**src/rtl/iter_logic_shift_unit_if.sv**
```systemverilog
// iter_logic_shift_unit_if: request/result handshake bundle for the iterative logic/shift unit.
interface iter_logic_shift_unit_if #(parameter int WIDTH = 32);
    logic             in_valid;
    logic             in_ready;
    logic [WIDTH-1:0] X;
    logic [WIDTH-1:0] Y;
    logic [2:0]       LogicFunc;
    logic             out_valid;
    logic             out_ready;
    logic [WIDTH-1:0] LogicUnitOut;
    logic             zero;
    logic             busy;
    modport master (
        output in_valid, X, Y, LogicFunc, out_ready,
        input  in_ready, out_valid, LogicUnitOut, zero, busy
    );
    modport slave (
        input  in_valid, X, Y, LogicFunc, out_ready,
        output in_ready, out_valid, LogicUnitOut, zero, busy
    );
endinterface

```
**src/rtl/iter_logic_shift_unit.sv**
```systemverilog
// iter_logic_shift_unit: single-cycle logic ops, shifts/rotates applied SHIFT_STEP bits per cycle.
module iter_logic_shift_unit #(
    parameter int WIDTH      = 32,
    parameter int SHIFT_STEP = 4
) (
    input logic                     clk,
    input logic                     rst_n,
    iter_logic_shift_unit_if.slave  bus
);
    localparam int CNT_W = $clog2(WIDTH + 1);
    localparam logic [WIDTH-1:0] Y_W  = WIDTH'(WIDTH);
    localparam logic [CNT_W-1:0] C_W  = CNT_W'(WIDTH);
    localparam logic [CNT_W-1:0] C_ST = CNT_W'(SHIFT_STEP);

    typedef enum logic [1:0] {IDLE, SHIFT, DONE} state_t;

    state_t           state_q, state_d;
    logic [2:0]       op_q, op_d;
    logic [WIDTH-1:0] res_q, res_d;
    logic [CNT_W-1:0] rem_q, rem_d;

    logic             is_rot, is_logic;
    logic [CNT_W-1:0] eff, k;
    logic [WIDTH-1:0] logic_res, sra_res, step_res;

    assign is_rot    = bus.LogicFunc[2] & bus.LogicFunc[0];
    assign is_logic  = bus.LogicFunc inside {3'b000, 3'b001, 3'b011};
    assign eff       = is_rot ? CNT_W'(bus.Y % Y_W) : (bus.Y >= Y_W ? C_W : CNT_W'(bus.Y));
    assign logic_res = bus.LogicFunc == 3'b000 ? bus.X & bus.Y :
                       bus.LogicFunc == 3'b001 ? bus.X ^ bus.Y : bus.X | bus.Y;
    assign k         = rem_q < C_ST ? rem_q : C_ST;
    // Kept separate so the arithmetic shift is evaluated in a signed context
    assign sra_res   = $signed(res_q) >>> k;
    assign step_res  = op_q == 3'b010 ? res_q << k :
                       op_q == 3'b110 ? res_q >> k :
                       op_q == 3'b100 ? sra_res :
                       op_q == 3'b101 ? (res_q << k) | (res_q >> (C_W - k)) :
                                        (res_q >> k) | (res_q << (C_W - k));

    always_comb begin
        state_d = state_q;
        op_d    = op_q;
        res_d   = res_q;
        rem_d   = rem_q;
        case (state_q)
            IDLE: if (bus.in_valid) begin
                op_d    = bus.LogicFunc;
                res_d   = is_logic ? logic_res : bus.X;
                rem_d   = is_logic ? '0 : eff;
                state_d = (is_logic || eff == '0) ? DONE : SHIFT;
            end
            SHIFT: begin
                res_d   = step_res;
                rem_d   = rem_q - k;
                state_d = rem_d == '0 ? DONE : SHIFT;
            end
            DONE:    state_d = bus.out_ready ? IDLE : DONE;
            default: state_d = IDLE;
        endcase
    end

    always_ff @(posedge clk or negedge rst_n) begin
        if (!rst_n) begin
            state_q <= IDLE;
            op_q    <= '0;
            res_q   <= '0;
            rem_q   <= '0;
        end else begin
            state_q <= state_d;
            op_q    <= op_d;
            res_q   <= res_d;
            rem_q   <= rem_d;
        end
    end

    assign bus.in_ready     = state_q == IDLE;
    assign bus.out_valid    = state_q == DONE;
    assign bus.busy         = state_q != IDLE;
    assign bus.LogicUnitOut = res_q;
    assign bus.zero         = res_q == '0;
endmodule

```
**src/flat_wrapper.sv**
```systemverilog
// flat-port wrapper written by rule: the top's interface ports become plain ports
module iter_logic_shift_unit_flat 
#(
    parameter int WIDTH      = 32,
    parameter int SHIFT_STEP = 4
)
  (clk, rst_n, bus_in_valid, bus_X, bus_Y, bus_LogicFunc, bus_out_ready, bus_in_ready, bus_out_valid, bus_LogicUnitOut, bus_zero, bus_busy);
  iter_logic_shift_unit_if #(.WIDTH(WIDTH)) bus_i ();
  input logic clk;
  input logic rst_n;
  input wire logic [$bits(bus_i.in_valid)-1:0] bus_in_valid;
  input wire logic [$bits(bus_i.X)-1:0] bus_X;
  input wire logic [$bits(bus_i.Y)-1:0] bus_Y;
  input wire logic [$bits(bus_i.LogicFunc)-1:0] bus_LogicFunc;
  input wire logic [$bits(bus_i.out_ready)-1:0] bus_out_ready;
  output wire logic [$bits(bus_i.in_ready)-1:0] bus_in_ready;
  output wire logic [$bits(bus_i.out_valid)-1:0] bus_out_valid;
  output wire logic [$bits(bus_i.LogicUnitOut)-1:0] bus_LogicUnitOut;
  output wire logic [$bits(bus_i.zero)-1:0] bus_zero;
  output wire logic [$bits(bus_i.busy)-1:0] bus_busy;
  assign bus_i.in_valid = bus_in_valid;
  assign bus_i.X = bus_X;
  assign bus_i.Y = bus_Y;
  assign bus_i.LogicFunc = bus_LogicFunc;
  assign bus_i.out_ready = bus_out_ready;
  assign bus_in_ready = bus_i.in_ready;
  assign bus_out_valid = bus_i.out_valid;
  assign bus_LogicUnitOut = bus_i.LogicUnitOut;
  assign bus_zero = bus_i.zero;
  assign bus_busy = bus_i.busy;
  iter_logic_shift_unit #(.WIDTH(WIDTH), .SHIFT_STEP(SHIFT_STEP)) u_core (.clk(clk), .rst_n(rst_n), .bus(bus_i));
endmodule
```
**config.mk**
```make
export PLATFORM = sky130hd
export DESIGN_NAME = iter_logic_shift_unit_flat
export DESIGN_NICKNAME = d
export VERILOG_FILES = /design/src/rtl/iter_logic_shift_unit_if.sv /design/src/rtl/iter_logic_shift_unit.sv /design/src/flat_wrapper.sv
export SDC_FILE = /design/constraint.sdc
export NUM_CORES = 1
export LEC_CHECK = 0
export BUFFER_PORTS_ARGS = -buffer_cell sky130_fd_sc_hd__buf_2
export CAP_MARGIN = 20
export CORE_UTILIZATION = 54
export CTS_CLUSTER_SIZE = 40
export DETAILED_ROUTE_END_ITERATION = 7
export HOLD_SLACK_MARGIN = 0.03
export PLACE_DENSITY = 0.75
export RECOVER_POWER = 100
export SLEW_MARGIN = 0
export SYNTH_ARGS = -nofsm -noshare
export SYNTH_HDL_FRONTEND = slang
export SYNTH_SLANG_ARGS = --single-unit
```
**constraint.sdc**
```tcl
create_clock -name clk -period 9.33 [get_ports clk]
set_input_delay 0.4665 -clock clk [delete_from_list [all_inputs] [get_ports clk]]
set_output_delay 0.4665 -clock clk [all_outputs]
set_load 0.005 [all_outputs]
```
* Yosys cells after proc, flatten, opt, wreduce, memory -nomap -nowiden
Index checks and enable logic that the tools add are counted.
** Word-level totals
- Register bits :: 43
- Output and inout bits :: 36
- Input port bits :: 71
- Word-level logic and storage cells :: 59
** Operators by class
- $lt $le $gt $ge :: 2
- Shift-type cells :: 5
- Equal/unequal tests :: 9
- Bitwise logic cells :: 6
- Muxes and demuxes :: 20
- Add/subtract/negate cells :: 2
- Reductions and logical operators :: 11
** Operators by type and width (count)
- $mux 32 :: 8
- $or 32x32->32 :: 3
- $pmux 32 s2 :: 1
- $shl 32x6->32 :: 2
- $shr 32x6->32 :: 2
- $and 32x32->32 :: 1
- $ge 32x6->1 const B :: 1
- $logic_not 32->1 :: 1
- $sshr 32x6->32 :: 1
- $xor 32x32->32 :: 1
- $mux 6 :: 5
- $logic_not 6->1 :: 2
- $pmux 6 s2 :: 1
- $eq 3x3->1 const B :: 3
- $mux 2 :: 4
- $eq 3x2->1 const B :: 2
- $lt 6x3->1 const B :: 1
- $pmux 2 s3 :: 1
- $sub 6x6->6 :: 1
- $sub 6x6->6 const A :: 1
- $reduce_and 2->1 :: 2
- $reduce_bool 2->1 :: 2
- $eq 3x1->1 const B :: 1
- $logic_not 3->1 :: 1
- 7 further kinds :: 7

* Logic depth before layout (Yosys ltp)
Gate-level depths: netlist of run 1.
- Word-level depth :: 10
- Gate-level depth with buffers :: 15
- Gate-level depth less buffers :: 10

* Least setup slack after synthesis of run 1
Ideal clock, no wire load.
- Path kind :: register to register
- Start :: register u_core.rem_q[3]
- End :: register u_core.res_q[12] (netlist: u_core.bus.LogicUnitOut[12])
- Cell stages (with the launch flop) :: 15
- Setup slack :: 5.485 ns
- Required time :: 9.204 ns
- Arrival time :: 3.719 ns
- Buffers on the path :: 4
- Period minus slack after synthesis :: 3.845 ns
- Library setup time :: 0.126 ns
- Cell sequence :: dfrtp_1 -> buf_6 -> or4_4 -> buf_6 -> nor2_1 -> inv_1 -> clkbuf_1 -> ha_1 -> clkbuf_1 -> clkinv_1 -> xnor2_1 -> nor2_1 -> o211a_1 -> or4_1 -> a221o_1
** Between the ends
- Cells in the longest elaborated chain, start to end :: 10
- Elaborated cells on any way between the ends :: 15
- Classes of those cells :: 1 x add/sub; 1 x order compare; 5 x shift; 6 x mux; 2 x bitwise
** RTL lines
- start, declared :: line iter_logic_shift_unit.sv:20 : logic [CNT_W-1:0] rem_q, rem_d;
- start signal, assigned :: line iter_logic_shift_unit.sv:72 : rem_q <= rem_d;
- $lt 6x3->1 :: line iter_logic_shift_unit.sv:31 : assign k = rem_q < C_ST ? rem_q : C_ST;
- $mux 6 (*) :: line iter_logic_shift_unit.sv:31
- $sub 6x6->6 :: line iter_logic_shift_unit.sv:37, iter_logic_shift_unit.sv:38
- $shl 32x6->32 / $shr 32x6->32 (equally long branches) :: line iter_logic_shift_unit.sv:38, iter_logic_shift_unit.sv:37
- $or 32x32->32 (on tied branches) :: line iter_logic_shift_unit.sv:38, iter_logic_shift_unit.sv:37
- $mux 32 :: line iter_logic_shift_unit.sv:37 : op_q == 3'b101 ? (res_q << k) | (res_q >> (C_W - k)) :
- $mux 32 :: line iter_logic_shift_unit.sv:36 : op_q == 3'b100 ? sra_res :
- $mux 32 :: line iter_logic_shift_unit.sv:35 : op_q == 3'b110 ? res_q >> k :
- $mux 32 (*) :: line iter_logic_shift_unit.sv:34 : assign step_res = op_q == 3'b010 ? res_q << k :
- $pmux 32 s2 (*) :: line iter_logic_shift_unit.sv:45 : case (state_q)
- end signal, assigned :: line iter_logic_shift_unit.sv:71 : res_q <= res_d;
- end, declared :: line iter_logic_shift_unit.sv:19 : logic [WIDTH-1:0] res_q, res_d;
Every way passes the cells marked *; elsewhere a longest branch is shown, timed or not.
A chain may end at the register's enable or synchronous reset.

* Worst setup path after layout of run 1
- Start :: register u_core.rem_q[2]
- End :: register u_core.res_q[6] (netlist: u_core.bus.LogicUnitOut[6])
Same word-level chain as after synthesis.

==> results of run 1 <==
[state kept, by name, summed over array words and instances (netlist names)]
| name | count |
|---|---|
| u_core.op_q | 3 |
| u_core.rem_q | 6 |
| u_core.bus.LogicUnitOut | 32 |
| u_core.state_q | 2 |
[worst max-delay path, stage by stage (launching register included)]
cell and delay [ps]:
dfrtp_1 510, or4_4 820, nor2_8 720, inv_4 430, ha_2 470, clkbuf_1 2160
nand3_1 770, o22ai_1 580, a221oi_1 190, o32ai_1 150
[per-layer routing]
metal  track usage  routed length [um]  vias to the layer above
met5             0                   0                        -
met4         0.244                2300                        0
met3         0.168                5920                      217
met2         0.696               16100                      926
met1         0.622               14600                     4896
li1              -                   -                     4535
[metrics by stage]
step	setup slack, ps	utilization
2_1_floorplan	5490	-
3_3_place_gp	4200	0.585
3_5_place_dp	4150	0.585
4_1_cts	4140	0.598
5_1_grt	2230	0.596
6_report	2320	0.596
[cell families after synthesis]
family                   count (synthesis)  share of synthesized area
flip-flops                              43                      0.126
AND/OR/NAND/NOR                        372                      0.215
multiplexers                            67                      0.110
buffers and inverters                  220                     0.0997
XOR/XNOR                                 2                    0.00206
AO/OA/AOI/OAI                          437                      0.349
adder cells (fa/ha/maj)                 66                     0.0971
other                                    1                   0.000441
[cell usage after synthesis, types with 8 or more instances]
library cell	number
o22ai_1	21
inv_1	76
o21ai_0	81
nor2_1	65
nand3_1	59
nor3_1	29
a21oi_1	92
mux2i_1	32
ha_1	66
a211oi_1	52
a31oi_1	20
a21o_1	8
o221ai_1	12
a221oi_1	14
nand2_1	107
nor4_1	22
a22oi_1	9
dfrtp_1	43
nor2b_1	30
mux2_2	15
o211ai_1	23
clkbuf_1	118
buf_1	16
a311oi_1	8
nand4_1	8
mux4_2	20
and3_1	14
[power groups by stage]
stage	sequential [mW]	clock (mW)	combinational, mW
2_1_floorplan	0.363	0	1.61
3_3_place_gp	0.662	0	2.10
3_5_place_dp	0.661	0	2.09
4_1_cts	0.655	0.254	2.10
5_1_grt	0.684	0.257	2.33
6_report	0.699	0.253	2.21
[final cells by class]
cell class | instances | area (um2) | area share
Clock inverter | 3 | 71.3 | 0.00781
Tap cell | 211 | 264 | 0.0289
Sequential cell | 43 | 1080 | 0.118
Multi-Input combinational cell | 945 | 6610 | 0.724
Timing Repair Buffer | 130 | 681 | 0.0746
Inverter | 80 | 303 | 0.0332
Antenna cell | 1 | 2.50 | 0.000274
Clock buffer | 5 | 125 | 0.0137
[how the worst min path moves through the flow]
stage	startpoint	to	slack (ps)	cells after the start
after global routing	bus_in_valid	u_core.state_q[0]$_DFFE_PN0P_	470	3
after CTS	rst_n	u_core.rem_q[1]$_DFFE_PN0P_	290	2
after detailed placement	u_core.state_q[1]$_DFFE_PN0P_	u_core.state_q[0]$_DFFE_PN0P_	590	1
after global placement	u_core.state_q[1]$_DFFE_PN0P_	u_core.state_q[0]$_DFFE_PN0P_	580	1
final	bus_in_valid	u_core.state_q[0]$_DFFE_PN0P_	440	3
after floorplan	rst_n	u_core.bus.LogicUnitOut[0]$_DFFE_PN0P_	170	0
==> results.py, run 1 <==
metrics = {
    "status": {
        "status": "complete, but fails checks",
        "violations": "max-capacitance violations, max-slew violations",
    },
    "power": {
        "combPwrFrac": 0.698,
        "switchingPower_mw": 1.92,
        "ir_drop_mv": 0.222,
        "power.total_mw": 3.16,
        "powerDensity_nw_per_um2": 346,
        "pwr-share-clk": 0.080,
        "p_leak_nw": 3.81,
        "power.share.sequential": 0.221,
        "swShare": 0.608,
        "internal_power_mw": 1.24,
    },
    "worst_setup_path": {
        "crit_type": "flop to flop",
        "crit_arrival_ps": 7220,
        "crit_start": "u_core.rem_q[2]$_DFFE_PN0P_",
        "timing.rr.end": "u_core.bus.LogicUnitOut[6]$_DFFE_PN0P_",
        "critPathCaptureType": "flop",
        "r2r_setup_slack_ps": 2320,
        "reg2reg_from": "u_core.rem_q[2]$_DFFE_PN0P_",
        "worst-path-max-fanout": 67,
        "worstPathRequired_ps": 9540,
        "critPathLaunchType": "flop",
        "crit_path_end": "u_core.bus.LogicUnitOut[6]$_DFFE_PN0P_",
        "worst_r2r_path_depth": 9,
    },
    "timing": {
        "setup_viol": 0,
        "finalCritPeriodShare": 0.751,
        "period_needed_ps": 7010,
        "tns_ps": 0,
        "tightestPinTransition_ps": 3050,
        "grt_setup_unrepaired": "false",
        "fmaxAchievable_mhz": 143,
        "drv_slew": 233,
        "max_slew_margin": -1.03,
        "whs_ps": 444,
        "hold_viol": 0,
        "clock_skew_ps": 3.72,
    },
    "global_routing": {
        "grt_overflow": 0,
        "grt_first_pass_wirelength_mm": 58.8,
        "grt_max_degree": 68,
        "grt.total_usage": 0.478,
        "grt_pass1_vias": 9691,
        "antenna_found_initial": 1,
    },
    "finish": {
        "final_cell_mix": "nand2_1, buf_2, a21oi_1",
        "area_delta_synth_final_pct": 7.29,
        "final_common_cell": "nand2_1",
        "final-instance-count-excl-fill": 1418,
        "finalNetCount": 1342,
        "finish.instance_area_um2": 9130,
        "layout-drive-gt1-share": 0.151,
        "nFillCells": 1514,
    },
    "clock_network": {
        "cts_max_level": 2,
        "postCtsSetupBuffers": 0,
        "clock_sinks": 43,
        "clkTransAtPathRegs_ps": 80,
        "numCtsBuffers": 5,
        "cts_hold_buffers": 0,
        "root_buffer": "clkbuf_16",
        "tritoncts": "done",
        "cts_resized": 0,
        "insertion_delay_ps": 310,
        "clk_path_buf_depth": 2,
    },
    "synthesis": {
        "seq_area_frac_synth": 0.126,
        "synth.avg_cell_area_um2": 7.04,
        "synth_top_area_frac": 0.126,
        "synth-main-ff-cell": "dfrtp_1",
        "postSynthCellCount": 1208,
        "synth_nets": 1345,
        "yosys-top-cells-area": "dfrtp_1, ha_1, a21oi_1, mux4_2, clkbuf_1",
        "ys_types": 75,
        "synth_edf_count": 0,
        "yosysTopAreaCell": "dfrtp_1",
        "ys_seq_elements": 43,
        "yosysWarningCount": 0,
        "async_flop_share": 1.00,
        "synthesis.area_um2": 8510,
    },
    "detailed_routing": {
        "drt_pass1_iterations": 6,
        "wl_per_cell_um": 27.4,
        "vias": 10600,
        "final_antenna_net_count": 0,
        "drc": 0,
        "drt_iter0_drc": 1883,
        "viasPerCell": 7.46,
        "wl_mm": 38.9,
    },
    "placement": {
        "dpl-instance-area_um2": 8960,
        "place_inst": 1409,
        "numPortBuffers": 106,
        "dp_hpwl_mm": 26.3,
        "place.gp.congestion": 1.02,
    },
    "floorplan": {
        "die-area_um2": 16300,
        "num_rows": 45,
        "die_x_um": 128,
        "io_pins": 107,
        "floorplan.initialDensity": 0.556,
        "die_h_um": 128,
        "coreArea_um2": 15300,
    },
    "worst_hold_path": {
        "worst_hold_path_type": "input port to flop",
    },
    "flow_run": {
        "drv_cap": 5,
    },
}
No activity file was read; power rests on OpenSTA's default activity.
==> run 2: changes to the inputs <==
ABC_AREA = 1   (was unset)
PLACE_DENSITY = 0.76   (was 0.75)
clock period = 7.3 ns   (was 9.33 ns; I/O delays follow)
==> run 2 against run 1 <==
  * The run still ends with max-capacitance violations, max-slew violations left
  * Routed wire length shrank 23%
  * Highest routed layer unchanged
  * Clock power grew 7%
  * Utilization shrank 0.24 points
  * Worst setup slack lost 660 ps
  * Largest power group unchanged
  * Cell count grew 6.8%
==> results.py, run 2 <==
metrics = {
    "power": {
        "internal_power_mw": 1.53,
        "combPwrFrac": 0.794,
        "swShare": 0.638,
        "power.total_mw": 4.23,
        "pwr-share-clk": 0.064,
        "ir_drop_mv": 0.264,
        "switchingPower_mw": 2.69,
        "power.share.sequential": 0.142,
        "powerDensity_nw_per_um2": 515,
        "p_leak_nw": 4.17,
    },
    "worst_setup_path": {
        "worstPathRequired_ps": 7520,
        "crit_type": "flop to flop",
        "crit_arrival_ps": 5860,
        "critPathLaunchType": "flop",
        "critPathCaptureType": "flop",
        "worst-path-max-fanout": 35,
    },
    "synthesis": {
        "yosysMostFrequentCell": "nand2_1",
        "yosysTopAreaCell": "nand2_1",
        "ys_seq_elements": 43,
        "synthTopCellsByCount": "nand2_1, inv_1, nor2_1, o21ai_0, a21oi_1",
        "postSynthCellCount": 1285,
        "synth.avg_cell_area_um2": 5.93,
        "ys_types": 50,
        "seq_area_frac_synth": 0.141,
        "synthesis.area_um2": 7620,
        "async_flop_share": 1.00,
        "synth_top_area_frac": 0.169,
        "yosysWarningCount": 0,
        "yosys-top-cells-area": "nand2_1, dfrtp_1, ha_1, inv_1, o21ai_0",
        "synth_edf_count": 0,
        "synth-main-ff-cell": "dfrtp_1",
        "synth_nets": 1422,
    },
    "placement": {
        "place.gp.congestion": 1.04,
        "place_inst": 1503,
        "dp_hpwl_mm": 22.0,
        "numPortBuffers": 106,
        "post-place-ws_ps": 2590,
    },
    "clock_network": {
        "tritoncts": "done",
        "clk_path_buf_depth": 2,
        "clkTransAtPathRegs_ps": 70,
        "insertion_delay_ps": 300,
        "cts_resized": 0,
        "clock_sinks": 43,
        "numCtsBuffers": 5,
        "cts_max_level": 2,
        "root_buffer": "clkbuf_16",
    },
    "timing": {
        "drv_slew": 69,
        "max_slew_margin": -0.318,
        "tightestPinTransition_ps": 1980,
        "finalCritPeriodShare": 0.772,
        "setup_viol": 0,
        "whs_ps": 327,
        "hold_viol": 0,
        "tns_ps": 0,
        "fmaxAchievable_mhz": 177,
        "period_needed_ps": 5640,
        "setup_slack_ps": 1660,
        "clock_skew_ps": 7.35,
        "grt_setup_unrepaired": "false",
    },
    "floorplan": {
        "die_h_um": 121,
        "coreArea_um2": 13800,
        "num_rows": 43,
        "die_x_um": 121,
        "io_pins": 107,
        "floorplan.initialDensity": 0.551,
        "die-area_um2": 14600,
    },
    "finish": {
        "layout-drive-gt1-share": 0.116,
        "final_cell_mix": "nand2_1, inv_1, o21ai_0",
        "area_delta_synth_final_pct": 7.79,
        "nFillCells": 1400,
        "final-instance-count-excl-fill": 1515,
        "largest_reg_flops": 32,
        "finalNetCount": 1470,
        "final_common_cell": "nand2_1",
    },
    "detailed_routing": {
        "viasPerCell": 6.35,
        "wl_mm": 29.9,
        "final_antenna_net_count": 0,
        "drt_pass1_iterations": 6,
        "vias": 9624,
        "drt_iter0_drc": 1303,
        "wl_per_cell_um": 19.7,
        "drc": 0,
    },
    "flow_run": {
        "drv_cap": 2,
    },
    "global_routing": {
        "grt.total_usage": 0.406,
        "grt_overflow": 0,
        "antenna_found_initial": 1,
        "grt_pass1_vias": 8490,
        "grt_max_degree": 51,
        "grt_first_pass_wirelength_mm": 46.0,
    },
    "status": {
        "violations": "max-capacitance violations, max-slew violations",
        "status": "complete, but fails checks",
    },
    "worst_hold_path": {
        "worst_hold_path_type": "input port to flop",
    },
}
==> run 2: cell count changes in the layout (fill, tap and decap cells not counted), sizes merged, moves of 19 or more <==
cell,change
mux4,-20
nor2,+40
mux2i,-32
nand2,+252
inv,+87
nor3,-24
nor2b,-30
o21ai,+71
a31oi,-19
a211oi,-47
o211ai,+24
==> run 2: worst paths after layout <==
path,start,to,slack [ps],cells past startpoint
worst max-delay path,u_core.rem_q[3]$_DFFE_PN0P_,u_core.bus.LogicUnitOut[7]$_DFFE_PN0P_,1660,14
worst min-delay path,bus_in_valid,u_core.state_q[1]$_DFFE_PN0P_,330,3
worst max register to register,u_core.rem_q[3]$_DFFE_PN0P_,u_core.bus.LogicUnitOut[7]$_DFFE_PN0P_,1660,14
worst min register to register,u_core.rem_q[4]$_DFFE_PN0P_,u_core.rem_q[4]$_DFFE_PN0P_,540,2
max in group asynchronous,rst_n,u_core.bus.LogicUnitOut[11]$_DFFE_PN0P_,4390,3
min in group asynchronous,rst_n,u_core.bus.LogicUnitOut[20]$_DFFE_PN0P_,630,2
==> run 2: timing repair <==
item                                   in CTS  in global routing
endpoints found under the hold margin       0                 10
hold buffers                                0                  1
buffers inserted                            0                  0
setup endpoints to repair                   0                  0
==> run 2: worst max-delay path: stages (launching register included) <==
cell	delay [ps]
dfrtp_1	400
nor2_1	430
nand2_1	910
nor2_4	1030
inv_2	520
ha_1	400
inv_1	70
nand2_1	130
nand2_4	380
inv_2	280
nor3_1	350
o21ai_1	120
o211ai_1	210
nand3_1	130
a21boi_1	160
==> run 2: kinds of logic after synthesis <==
| kind of cell | synth area share |
|---|---|
| buffers and inverters | 0.134 |
| adder cells (fa/ha/maj) | 0.108 |
| AO/OA/AOI/OAI | 0.292 |
| other | 0.000492 |
| flip-flops | 0.141 |
| XOR/XNOR | 0.00230 |
| AND/OR/NAND/NOR | 0.321 |
==> run 2: metrics by stage <==
stage               area [um2]   util
floorplan                 7620      -
global placement          8040  0.582
detailed placement        8040  0.582
CTS                       8210  0.594
global route              8210  0.594
finish                    8210  0.594
==> run 2: cell type report <==
type | count | area (um2) | share of cell area
tap | 180 | 225 | 0.0274
antenna | 1 | 2.50 | 0.000305
clock buffer | 5 | 125 | 0.0152
inverter | 171 | 643 | 0.0783
clock inverter | 3 | 43.8 | 0.00533
timing repair buffer | 115 | 599 | 0.0730
multi-input combinational | 997 | 5490 | 0.669
sequential | 43 | 1080 | 0.131
==> run 2: power by group through the flow <==
stage	Clock (mW)	Sequential [mW]	Combinational (mW)
2_1_floorplan	0	0.504	2.36
3_3_place_gp	0	0.589	3.22
3_5_place_dp	0	0.587	3.21
4_1_cts	0.271	0.584	3.23
5_1_grt	0.277	0.606	3.61
6_report	0.270	0.602	3.35
==> run 2: per-layer routing <==
metal  track usage  routed length [um]
met1         0.561               12000
met2         0.608               12700
met3        0.0792                3730
met4         0.178                1450
met5             0                   0
